[src/rtl/rs_entry.sv]
// Single reservation-station entry: holds one instruction,
// snoops two CDBs for operand wakeup, issues via valid/ready.
module rs_entry #(
  parameter int DATA_W = 114,
  parameter int TAG_W  = 4
) (
  input  logic              clk,
  input  logic              rst_n,
  input  logic [DATA_W-1:0] disp_data,
  input  logic [TAG_W-1:0]  disp_entry_num,
  input  logic              disp_valid,
  output logic              empty,
  input  logic              cdb0_valid,
  input  logic [TAG_W-1:0]  cdb0_tag,
  input  logic [31:0]       cdb0_data,
  input  logic              cdb1_valid,
  input  logic [TAG_W-1:0]  cdb1_tag,
  input  logic [31:0]       cdb1_data,
  input  logic              flush,
  output logic              issue_valid,
  input  logic              issue_ready,
  output logic [DATA_W-1:0] issue_data,
  output logic [TAG_W-1:0]  issue_rob_idx
);

  localparam int S1V = 5;
  localparam int S1  = 6;
  localparam int S2V = 38;
  localparam int S2  = 39;

  typedef enum logic [1:0] {
    S_EMPTY,
    S_WAIT,
    S_READY
  } state_t;

  state_t            state_q, state_d;
  logic [DATA_W-1:0] word_q, word_d;
  logic [TAG_W-1:0]  rob_q, rob_d;
  logic [DATA_W-1:0] src, woke;
  logic              both;

  // Wakeup runs on the incoming word while empty so a
  // broadcast coinciding with dispatch is captured.
  always_comb begin
    src = (state_q == S_EMPTY) ? disp_data : word_q;
    woke = src;
    if (!src[S1V]) begin
      if (cdb0_valid && cdb0_tag == src[S1 +: TAG_W]) begin
        woke[S1 +: 32] = cdb0_data;
        woke[S1V]      = 1'b1;
      end else if (cdb1_valid && cdb1_tag == src[S1 +: TAG_W]) begin
        woke[S1 +: 32] = cdb1_data;
        woke[S1V]      = 1'b1;
      end
    end
    if (!src[S2V]) begin
      if (cdb0_valid && cdb0_tag == src[S2 +: TAG_W]) begin
        woke[S2 +: 32] = cdb0_data;
        woke[S2V]      = 1'b1;
      end else if (cdb1_valid && cdb1_tag == src[S2 +: TAG_W]) begin
        woke[S2 +: 32] = cdb1_data;
        woke[S2V]      = 1'b1;
      end
    end
    both = woke[S1V] & woke[S2V];
  end

  always_comb begin
    state_d = state_q;
    word_d  = word_q;
    rob_d   = rob_q;
    if (flush) begin
      state_d = S_EMPTY;
      word_d  = '0;
      rob_d   = '0;
    end else begin
      unique case (state_q)
        S_EMPTY: begin
          if (disp_valid) begin
            word_d  = woke;
            rob_d   = disp_entry_num;
            state_d = both ? S_READY : S_WAIT;
          end
        end
        S_WAIT: begin
          word_d = woke;
          if (both) state_d = S_READY;
        end
        S_READY: begin
          if (issue_ready) begin
            state_d = S_EMPTY;
            word_d  = '0;
            rob_d   = '0;
          end
        end
        default: begin
          state_d = S_EMPTY;
          word_d  = '0;
          rob_d   = '0;
        end
      endcase
    end
  end

  always_ff @(posedge clk) begin
    if (!rst_n) begin
      state_q <= S_EMPTY;
      word_q  <= '0;
      rob_q   <= '0;
    end else begin
      state_q <= state_d;
      word_q  <= word_d;
      rob_q   <= rob_d;
    end
  end

  assign empty         = (state_q == S_EMPTY);
  assign issue_valid   = (state_q == S_READY);
  assign issue_data    = word_q;
  assign issue_rob_idx = rob_q;

endmodule
[config.mk]
export PLATFORM = sky130hd
export DESIGN_NAME = rs_entry
export DESIGN_NICKNAME = d
export VERILOG_FILES = /design/src/rtl/rs_entry.sv
export SDC_FILE = /design/constraint.sdc
export NUM_CORES = 1
export LEC_CHECK = 0
export ABC_CLOCK_PERIOD_IN_PS = 4400
export CORE_AREA = 2 2 122 124
export CTS_CLUSTER_SIZE = 12
export DETAILED_ROUTE_END_ITERATION = 10
export DIE_AREA = 0 0 124 126
export GPL_ROUTABILITY_DRIVEN = 0
export PLACE_DENSITY = 0.81
export SETUP_SLACK_MARGIN = 0.02
export SYNTH_ARGS = -nofsm -noshare
export SYNTH_HDL_FRONTEND = slang
export SYNTH_SLANG_ARGS = --single-unit
[constraint.sdc]
create_clock -name clk -period 4.4 [get_ports clk]
set_input_delay 0.88 -clock clk [delete_from_list [all_inputs] [get_ports clk]]
set_output_delay 0.88 -clock clk [all_outputs]
set_load 0.02 [all_outputs]
## Yosys cells after proc, flatten, opt, wreduce, memory -nomap -nowiden

Index checks and enable logic that the tools add are counted.
W data, S select, Z words.

| storage, ports and cells | value |
|---|---|
| register bits | 120 |
| output and inout bits | 120 |

| operators by class | value |
|---|---|
| equal/unequal tests | 9 |
| muxes and demuxes | 18 |
| bitwise gates (word level) | 3 |
| reduce and logical (&&, ||, !) cells | 9 |

Operator list:

| operator | count |
|---|---|
| $mux W114 | 3 |
| $pmux W114 S3 | 1 |
| $mux W33 | 6 |
| $eq A4 B4 Y1 | 4 |
| $pmux W4 S3 | 1 |
| $mux W2 | 4 |
| $mux W4 | 2 |
| $pmux W2 S3 | 1 |
| $reduce_and A3 Y1 | 2 |
| $logic_and A1 B1 Y1 | 4 |
| $ne A2 B2 Y1 const B | 2 |
| $eq A2 B1 Y1 const B | 1 |
| $eq A2 B2 Y1 const B | 1 |
| $logic_not A2 Y1 | 1 |
| $ne A2 B1 Y1 const B | 1 |
| $not A1 Y1 | 2 |
| $reduce_and A2 Y1 | 1 |
| $reduce_or A2 Y1 | 1 |
| $and A1 B1 Y1 | 1 |

## Longest topological paths before layout

Gate-level depths: netlist of run 1.

| logic depth | value |
|---|---|
| depth after elaboration | 11 |
| mapped depth | 11 |
| mapped depth without buffers | 7 |

## Worst setup path before layout of run 1

OpenSTA, ideal clock, no wires.

| timing | value |
|---|---|
| path kind | input to register |
| from | input port disp_data[7] |
| to | register word_q[18], in the netlist issue_data[18] |
| arrival time | 2779 ps |
| data required time | 4278 ps |
| setup slack | 1500 ps |
| cell stages on the path | 8 |
| path buffers | 2 |
| cell sequence | mux2i_1 -> mux2_2 -> nor4_2 -> o21ai_1 -> a41o_1 -> buf_2 -> buf_2 -> a221o_1 |

| between the ends | value |
|---|---|
| longest elaborated chain between the ends | 8 |
| elaborated cells between the ends (all ways) | 10 |
| those cells by class | eq/ne (2); mux (6); reduce/logical (2) |

RTL lines:

| item | line | source |
|---|---|---|
| start, declared | 9 | `input logic [DATA_W-1:0] disp_data,` |
| $mux W114 * | 46 | `src = (state_q == S_EMPTY) ? disp_data : word_q;` |
| $eq A4 B4 Y1 | 52 | `end else if (cdb1_valid && cdb1_tag == src[S1 +: TAG_W]) begin` |
| $logic_and A1 B1 Y1 | 52 |  |
| $mux W33 | 52 |  |
| $mux W33 * | 49 | `if (cdb0_valid && cdb0_tag == src[S1 +: TAG_W]) begin` |
| $mux W33 * | 48 | `if (!src[S1V]) begin` |
| $mux W114 | 80 | `if (disp_valid) begin` |
| $pmux W114 S3 * | 78 | `unique case (state_q)` |
| end signal, assigned | 113 | `word_q <= word_d;` |
| end, declared | 38 | `logic [DATA_W-1:0] word_q, word_d;` |

Every way passes the cells marked *; elsewhere a longest branch is shown, timed or not. The select of a mux whose other input is x is not followed.
A chain may end at the register's enable or synchronous reset.

## Worst setup path in the final report of run 1

| timing | value |
|---|---|
| from | register state_q[0] |
| to | register word_q[54], in the netlist issue_data[54] |

| between the ends | value |
|---|---|
| longest elaborated chain between the ends | 9 |
| elaborated cells between the ends (all ways) | 16 |
| those cells by class | eq/ne (6); mux (6); reduce/logical (4) |

RTL lines:

| item | line | source |
|---|---|---|
| start, declared | 37 | `state_t state_q, state_d;` |
| start signal, assigned | 112 | `state_q <= state_d;` |
| $logic_not A2 Y1 | 46, 78 |  |
| $mux W114 | 46 |  |
| $eq A4 B4 Y1 | 61 | `end else if (cdb1_valid && cdb1_tag == src[S2 +: TAG_W]) begin` |
| $logic_and A1 B1 Y1 | 61 |  |
| $mux W33 | 61 |  |
| $mux W33 | 58 | `if (cdb0_valid && cdb0_tag == src[S2 +: TAG_W]) begin` |
| $mux W33 | 57 | `if (!src[S2V]) begin` |
| $mux W114 | 80 |  |
| $pmux W114 S3 | 78 |  |

Several ways; a longest one is shown, not always the timed one. The select of a mux whose other input is x is not followed.

==> impl_metrics.yaml, run 1 <==
setup_path:
  slowest_delay_ns: 0.50
  cp_num_buf_inv: 2
  crit_type: "reg2reg"
  end_kind: "flip-flop"
  cp_cell_sequence: "nor2_4 -> mux2i_1 -> xnor2_1 -> nor4_4 -> buf_4 -> nor2_2 -> o31a_1 -> buf_4 -> a221o_1"
  critPathMaxFanout: 28
  crit_slowest_cell: "nor2_4"
  critPathRequiredTime_ns: 4.69
  critPathMostFrequentCell: "buf_4"
  arrival_ns: 3.58
  critPathLaunchType: "flip-flop"
  cp_top_family: "simple AND/OR/NAND/NOR gates"
grt:
  grt-ovfl-total: 0
  grt_pass1_wl_mm: 32.7
  antenna_found_initial: 0
  grt_usage_pct: 27.2
  grt_max_degree: 57
  grt_pass1_vias: 6104
sta:
  fin_skew_ns: 0.00592
  tightestPinTransition_ns: 0.712
  fin_setup_tns_ns: 0
  worst_slack_ns: 1.11
  finalHoldViolations: 0
  fin_crit_sh_pct: 74.7
  relSlewSlack_pct: 52.4
  setup-violations-final: 0
  drv_slew: 0
  rsz0062_at_grt: "no"
  fin_crit_ns: 3.29
  max_freq_ghz: 0.304
die:
  num_rows: 44
  dieArea_um2: 15600
  die_height_um: 126
  dieWidth_um: 124
  pin_count: 317
  core_um2: 14300
  start_util_pct: 37.9
cts:
  postCtsSetupRepairBufs: 0
  hold_buffers: 0
  cts_resized: 0
  htree_levels: 4
  cts_buffers: 17
  cts_tree: "yes"
  clk_pin_slew_ns: 0.06
  clock_sinks: 120
  insertion_delay_ns: 0.41
  clockBufferDepth: 2
  root_buffer: "clkbuf_16"
synth:
  async_flop_share_pct: 0
  yosysUniqueCellTypes: 44
  seq_area_frac_synth_pct: 44.3
  ys_ff_latch: 120
  syn_nets: 829
  synthCells: 632
  synth_edf_count: 0
  syn_area_um2: 5430
  ys.warnings.count: 0
  avgSynthCellArea_um2: 8.59
  synth_top_flop_cell: "dfxtp_1"
drt:
  vias_per_cell: 5.64
  first_pass_iters: 5
  final_antenna_net_count: 0
  drc: 0
  postRouteWirelength_mm: 21.9
  vias: 6321
  dr.first_iter.drc_count: 532
  wire_per_inst_um: 19.6
cells_and_area:
  antennaDiodeCount: 0
  fin_nets: 1122
  layout.cells.non_filler: 1121
  drive_gt1_share_pct: 6.51
  layout_commonest_cell: "clkdlybuf4s50_1"
  syn_to_final_growth_pct: 73.4
  mostFrequentLayoutCells: "316 x clkdlybuf4s50_1, 120 x dfxtp_1, 65 x nor2_1"
power:
  p_leak_nw: 3.38
  clockPowerShare_pct: 46.4
  p_seq_share_pct: 35.2
  internal_power_mw: 2.49
  ir_worst_vdd_mv: 0.381
  switching_share_pct: 25.0
  power_density_nw_per_um2: 353
  combinationalPowerShare_pct: 18.5
  switchingPower_mw: 0.828
worst_hold_path:
  hold_path_class: "reg2reg"
run_status:
  status: "completed"
place:
  place_hpwl_mm: 15.6
  post-place-ws_ns: 0.895
  numPortBuffers: 316
  dp_cells: 1090
flow_run:
  max_cap_violations: 0
## synthesized netlist by cell type (all sizes together), types with 8 or more instances
cell type  count  area, um2
buf           14       62.6
a21oi         59        295
nor2          67        262
a221o         56        561
clkbuf        46        173
nand2         63        236
mux2i         11        114
nand3         56        280
a22oi         52        390
nor3           8       40.0
o21ai         14       70.1
dfxtp        120       2400
xnor2          9       78.8
## final cells by class
class                      instances  area, um2
fill                            1172       4900
timing repair buffer             334       3310
multi-input combinational        448       2800
sequential                       120       2400
clock buffer                      19        453
tap                              184        230
clock inverter                    12        199
inverter                           4       15.0
## layer usage
metal | share of wire, % | routed length, um | global-route usage, %
met1 | 37 | 8070 | 31.1
met3 | 12 | 2720 | 10.5
met4 | 2.7 | 601 | 9.78
met2 | 48 | 10600 | 45.8
met5 | 0 | 0 | 0
## worst register-to-register path: cells and delay by family, from the launching register on
family / cells / cell delay, ns
multiplexers: 1 / 0.45
AO/OA/AOI/OAI: 2 / 0.67
XOR/XNOR: 1 / 0.19
AND/OR/NAND/NOR: 3 / 0.91
buffers and inverters: 2 / 0.50
flip-flops: 1 / 0.45
## path summary, 6_finish.rpt
check	slack, ns	from	depth (start not counted)	to
worst max register to register	1.11	state_q[0]$_SDFFE_PP0P_	9	issue_data[54]$_SDFFE_PP0P_
worst min register to register	0.48	issue_data[23]$_SDFFE_PP0P_	1	issue_data[23]$_SDFFE_PP0P_
worst max-delay path	1.11	state_q[0]$_SDFFE_PP0P_	9	issue_data[54]$_SDFFE_PP0P_
worst min-delay path	0.48	issue_data[23]$_SDFFE_PP0P_	1	issue_data[23]$_SDFFE_PP0P_
## power groups by stage
stage | logic (mW) | registers [mW] | clock network (mW)
after CTS | 0.613 | 1.17 | 1.56
after global routing | 0.652 | 1.17 | 1.61
after global placement | 0.603 | 1.19 | 0
final | 0.612 | 1.17 | 1.54
after detailed placement | 0.609 | 1.19 | 0
after floorplan | 0.206 | 1.24 | 0
## registers in the layout, indices dropped and copies added (netlist names)
name / count
state_q: 2
issue_rob_idx: 4
issue_data: 114
## cell families (layout without fill, tap and decap cells)
family                 count (synthesis)  after routing  synth area share, %
multiplexers                          13             13                 2.51
AO/OA/AOI/OAI                        204            204                 27.8
buffers and inverters                 64            369                 4.61
AND/OR/NAND/NOR                      215            215                 18.2
flip-flops                           120            120                 44.3
XOR/XNOR                              16             16                 2.58
## metrics by stage
step | utilization [%] | power [mW] | area [um2] | hold WS (ns)
2_1_floorplan | - | 1.44 | 5430 | 0.564
3_3_place_gp | 61.2 | 1.79 | 8760 | 0.468
3_5_place_dp | 61.2 | 1.80 | 8760 | 0.471
4_1_cts | 65.7 | 3.34 | 9410 | 0.487
5_1_grt | 65.7 | 3.43 | 9410 | 0.505
6_report | 65.7 | 3.32 | 9410 | 0.481
Power figures use the tool's default switching activity.
==> run 2: changes to the inputs <==
--- a/config.mk
+++ b/config.mk
@@ -5,11 +5,11 @@
 export SDC_FILE = /design/constraint.sdc
 export NUM_CORES = 1
 export LEC_CHECK = 0
-export ABC_CLOCK_PERIOD_IN_PS = 4400
-export CORE_AREA = 2 2 122 124
+export ABC_CLOCK_PERIOD_IN_PS = 3210
+export CORE_MARGIN = 2
+export CORE_UTILIZATION = 38
 export CTS_CLUSTER_SIZE = 12
 export DETAILED_ROUTE_END_ITERATION = 10
-export DIE_AREA = 0 0 124 126
 export GPL_ROUTABILITY_DRIVEN = 0
 export PLACE_DENSITY = 0.81
 export SETUP_SLACK_MARGIN = 0.02
==> constraint.sdc (replaced) <==
create_clock -name clk -period 3.21 [get_ports clk]
set_input_delay 0.642 -clock clk [delete_from_list [all_inputs] [get_ports clk]]
set_output_delay 0.642 -clock clk [all_outputs]
set_load 0.02 [all_outputs]
==> impl_metrics.yaml, run 2 (synthesis results as in run 1) <==
run_status:
  status: "completed"
drt:
  postRouteWirelength_mm: 22.8
  final_antenna_net_count: 0
  vias_per_cell: 5.68
  dr.first_iter.drc_count: 499
  vias: 6393
  drc: 0
  first_pass_iters: 5
  wire_per_inst_um: 20.3
cells_and_area:
  layout_commonest_cell: "clkdlybuf4s50_1"
  mostFrequentLayoutCells: "316 x clkdlybuf4s50_1, 120 x dfxtp_1, 65 x nor2_1"
  syn_to_final_growth_pct: 73.3
  postLayoutCoreUtil_pct: 67.5
  antennaDiodeCount: 0
  drive_gt1_share_pct: 7.20
  fin_nets: 1133
  largest_reg_flops: 114
sta:
  fin_crit_ns: 2.91
  finalHoldViolations: 0
  max_freq_ghz: 0.343
  relSlewSlack_pct: 64.3
  fin_setup_tns_ns: 0
  tightestPinTransition_ns: 0.535
  setup-violations-final: 0
  drv_slew: 0
  fin_crit_sh_pct: 90.8
  fin_skew_ns: 0.00595
  rsz0062_at_grt: "no"
setup_path:
  r2r_start: "state_q[1]$_SDFFE_PP0P_"
  end_kind: "flip-flop"
  crit_type: "reg2reg"
  reg2reg_depth: 9
  cp_num_buf_inv: 2
  arrival_ns: 3.20
  critPathLaunchType: "flip-flop"
  cp_top_family: "simple AND/OR/NAND/NOR gates"
  cp.depth: 9
  crit_slowest_cell: "dfxtp_1"
  cp-startpoint: "state_q[1]$_SDFFE_PP0P_"
  critPathMaxFanout: 20
  slowest_delay_ns: 0.39
  critPathRequiredTime_ns: 3.50
  cp_cell_sequence: "nor2_4 -> buf_4 -> mux2i_1 -> mux2i_1 -> and4_1 -> nor2_2 -> o31a_1 -> buf_12 -> a221o_1"
  critPathMostFrequentCell: "mux2i_1"
grt:
  grt-ovfl-total: 0
  grt_max_degree: 53
  grt_usage_pct: 28.6
  antenna_found_initial: 0
  grt_pass1_vias: 6286
  grt_pass1_wl_mm: 33.1
place:
  place_hpwl_mm: 16.2
  numPortBuffers: 316
cts:
  cts_buffers: 17
  clk_pin_slew_ns: 0.05
  root_buffer: "clkbuf_16"
  cts_resized: 0
  clockBufferDepth: 2
  insertion_delay_ns: 0.41
  hold_buffers: 0
  clock_sinks: 120
  htree_levels: 4
  postCtsSetupRepairBufs: 0
  cts_tree: "yes"
worst_hold_path:
  hold_path_class: "reg2reg"
  holdPathStages: 1
  min_from: "issue_data[43]$_SDFFE_PP0P_"
die:
  core_um2: 13900
  die_height_um: 124
  dieArea_um2: 15300
  num_rows: 43
  pin_count: 317
  start_util_pct: 38.9
  dieWidth_um: 124
power:
  clockPowerShare_pct: 41.5
  switchingPower_mw: 1.12
  internal_power_mw: 3.10
  switching_share_pct: 26.5
  power_density_nw_per_um2: 448
  total_power_mw: 4.22
  p_seq_share_pct: 37.9
  combinationalPowerShare_pct: 20.6
  p_leak_nw: 3.37
  ir_worst_vdd_mv: 0.354
flow_run:
  max_cap_violations: 0
-- run 2: cell count changes in the layout (fill, tap and decap cells not counted) --
| cell | delta |
|---|---|
| buf_4 | +8 |
| bufinv_16 | -4 |
| clkinvlp_4 | +4 |
| buf_12 | +3 |
| clkinv_4 | -3 |
| clkbuf_1 | +1 |
| clkinv_2 | -1 |
-- run 2: power by group through the flow --
stage | Combinational [mW] | Clock (mW) | Sequential, mW
after detailed placement | 0.861 | 0 | 1.63
after floorplan | 0.283 | 0 | 1.70
after CTS | 0.868 | 1.77 | 1.60
after global routing | 0.921 | 1.84 | 1.60
after global placement | 0.854 | 0 | 1.63
final | 0.869 | 1.75 | 1.60
-- run 2: worst paths after layout --
check | to | slack [ns]
max | issue_data[58]$_SDFFE_PP0P_ | 0.30
min | issue_data[43]$_SDFFE_PP0P_ | 0.49
max reg2reg | issue_data[58]$_SDFFE_PP0P_ | 0.30
min reg2reg | issue_data[43]$_SDFFE_PP0P_ | 0.49
-- run 2: per-stage QoR --
stage | area, um2 | setup WS (ns) | instances | hold WS [ns]
final | 9410 | 0.296 | 1125 | 0.486
after detailed placement | 8870 | 0.191 | 1097 | 0.473
after floorplan | 5430 | 0.354 | 632 | 0.564
after global routing | 9410 | 0.185 | 1125 | 0.504
after CTS | 9410 | 0.303 | 1125 | 0.487
after global placement | 8870 | 0.225 | 1097 | 0.468
-- run 2: layer usage --
layer,wire length (um),part of all wire [%],global-route usage [%],vias to the layer above
li1,-,-,-,2948
met1,8230,36,31.7,2989
met2,11000,48,47.6,396
met3,2700,12,11.5,60
met4,873,3.8,13.6,0
met5,0,0,0,-
-- run 2: final cells by class --
class,instances,area [um2]
tap,180,225
multi-input combinational,448,2800
fill,1133,4530
inverter,4,15.0
clock buffer,20,457
sequential,120,2400
timing repair buffer,345,3430
clock inverter,8,77.6
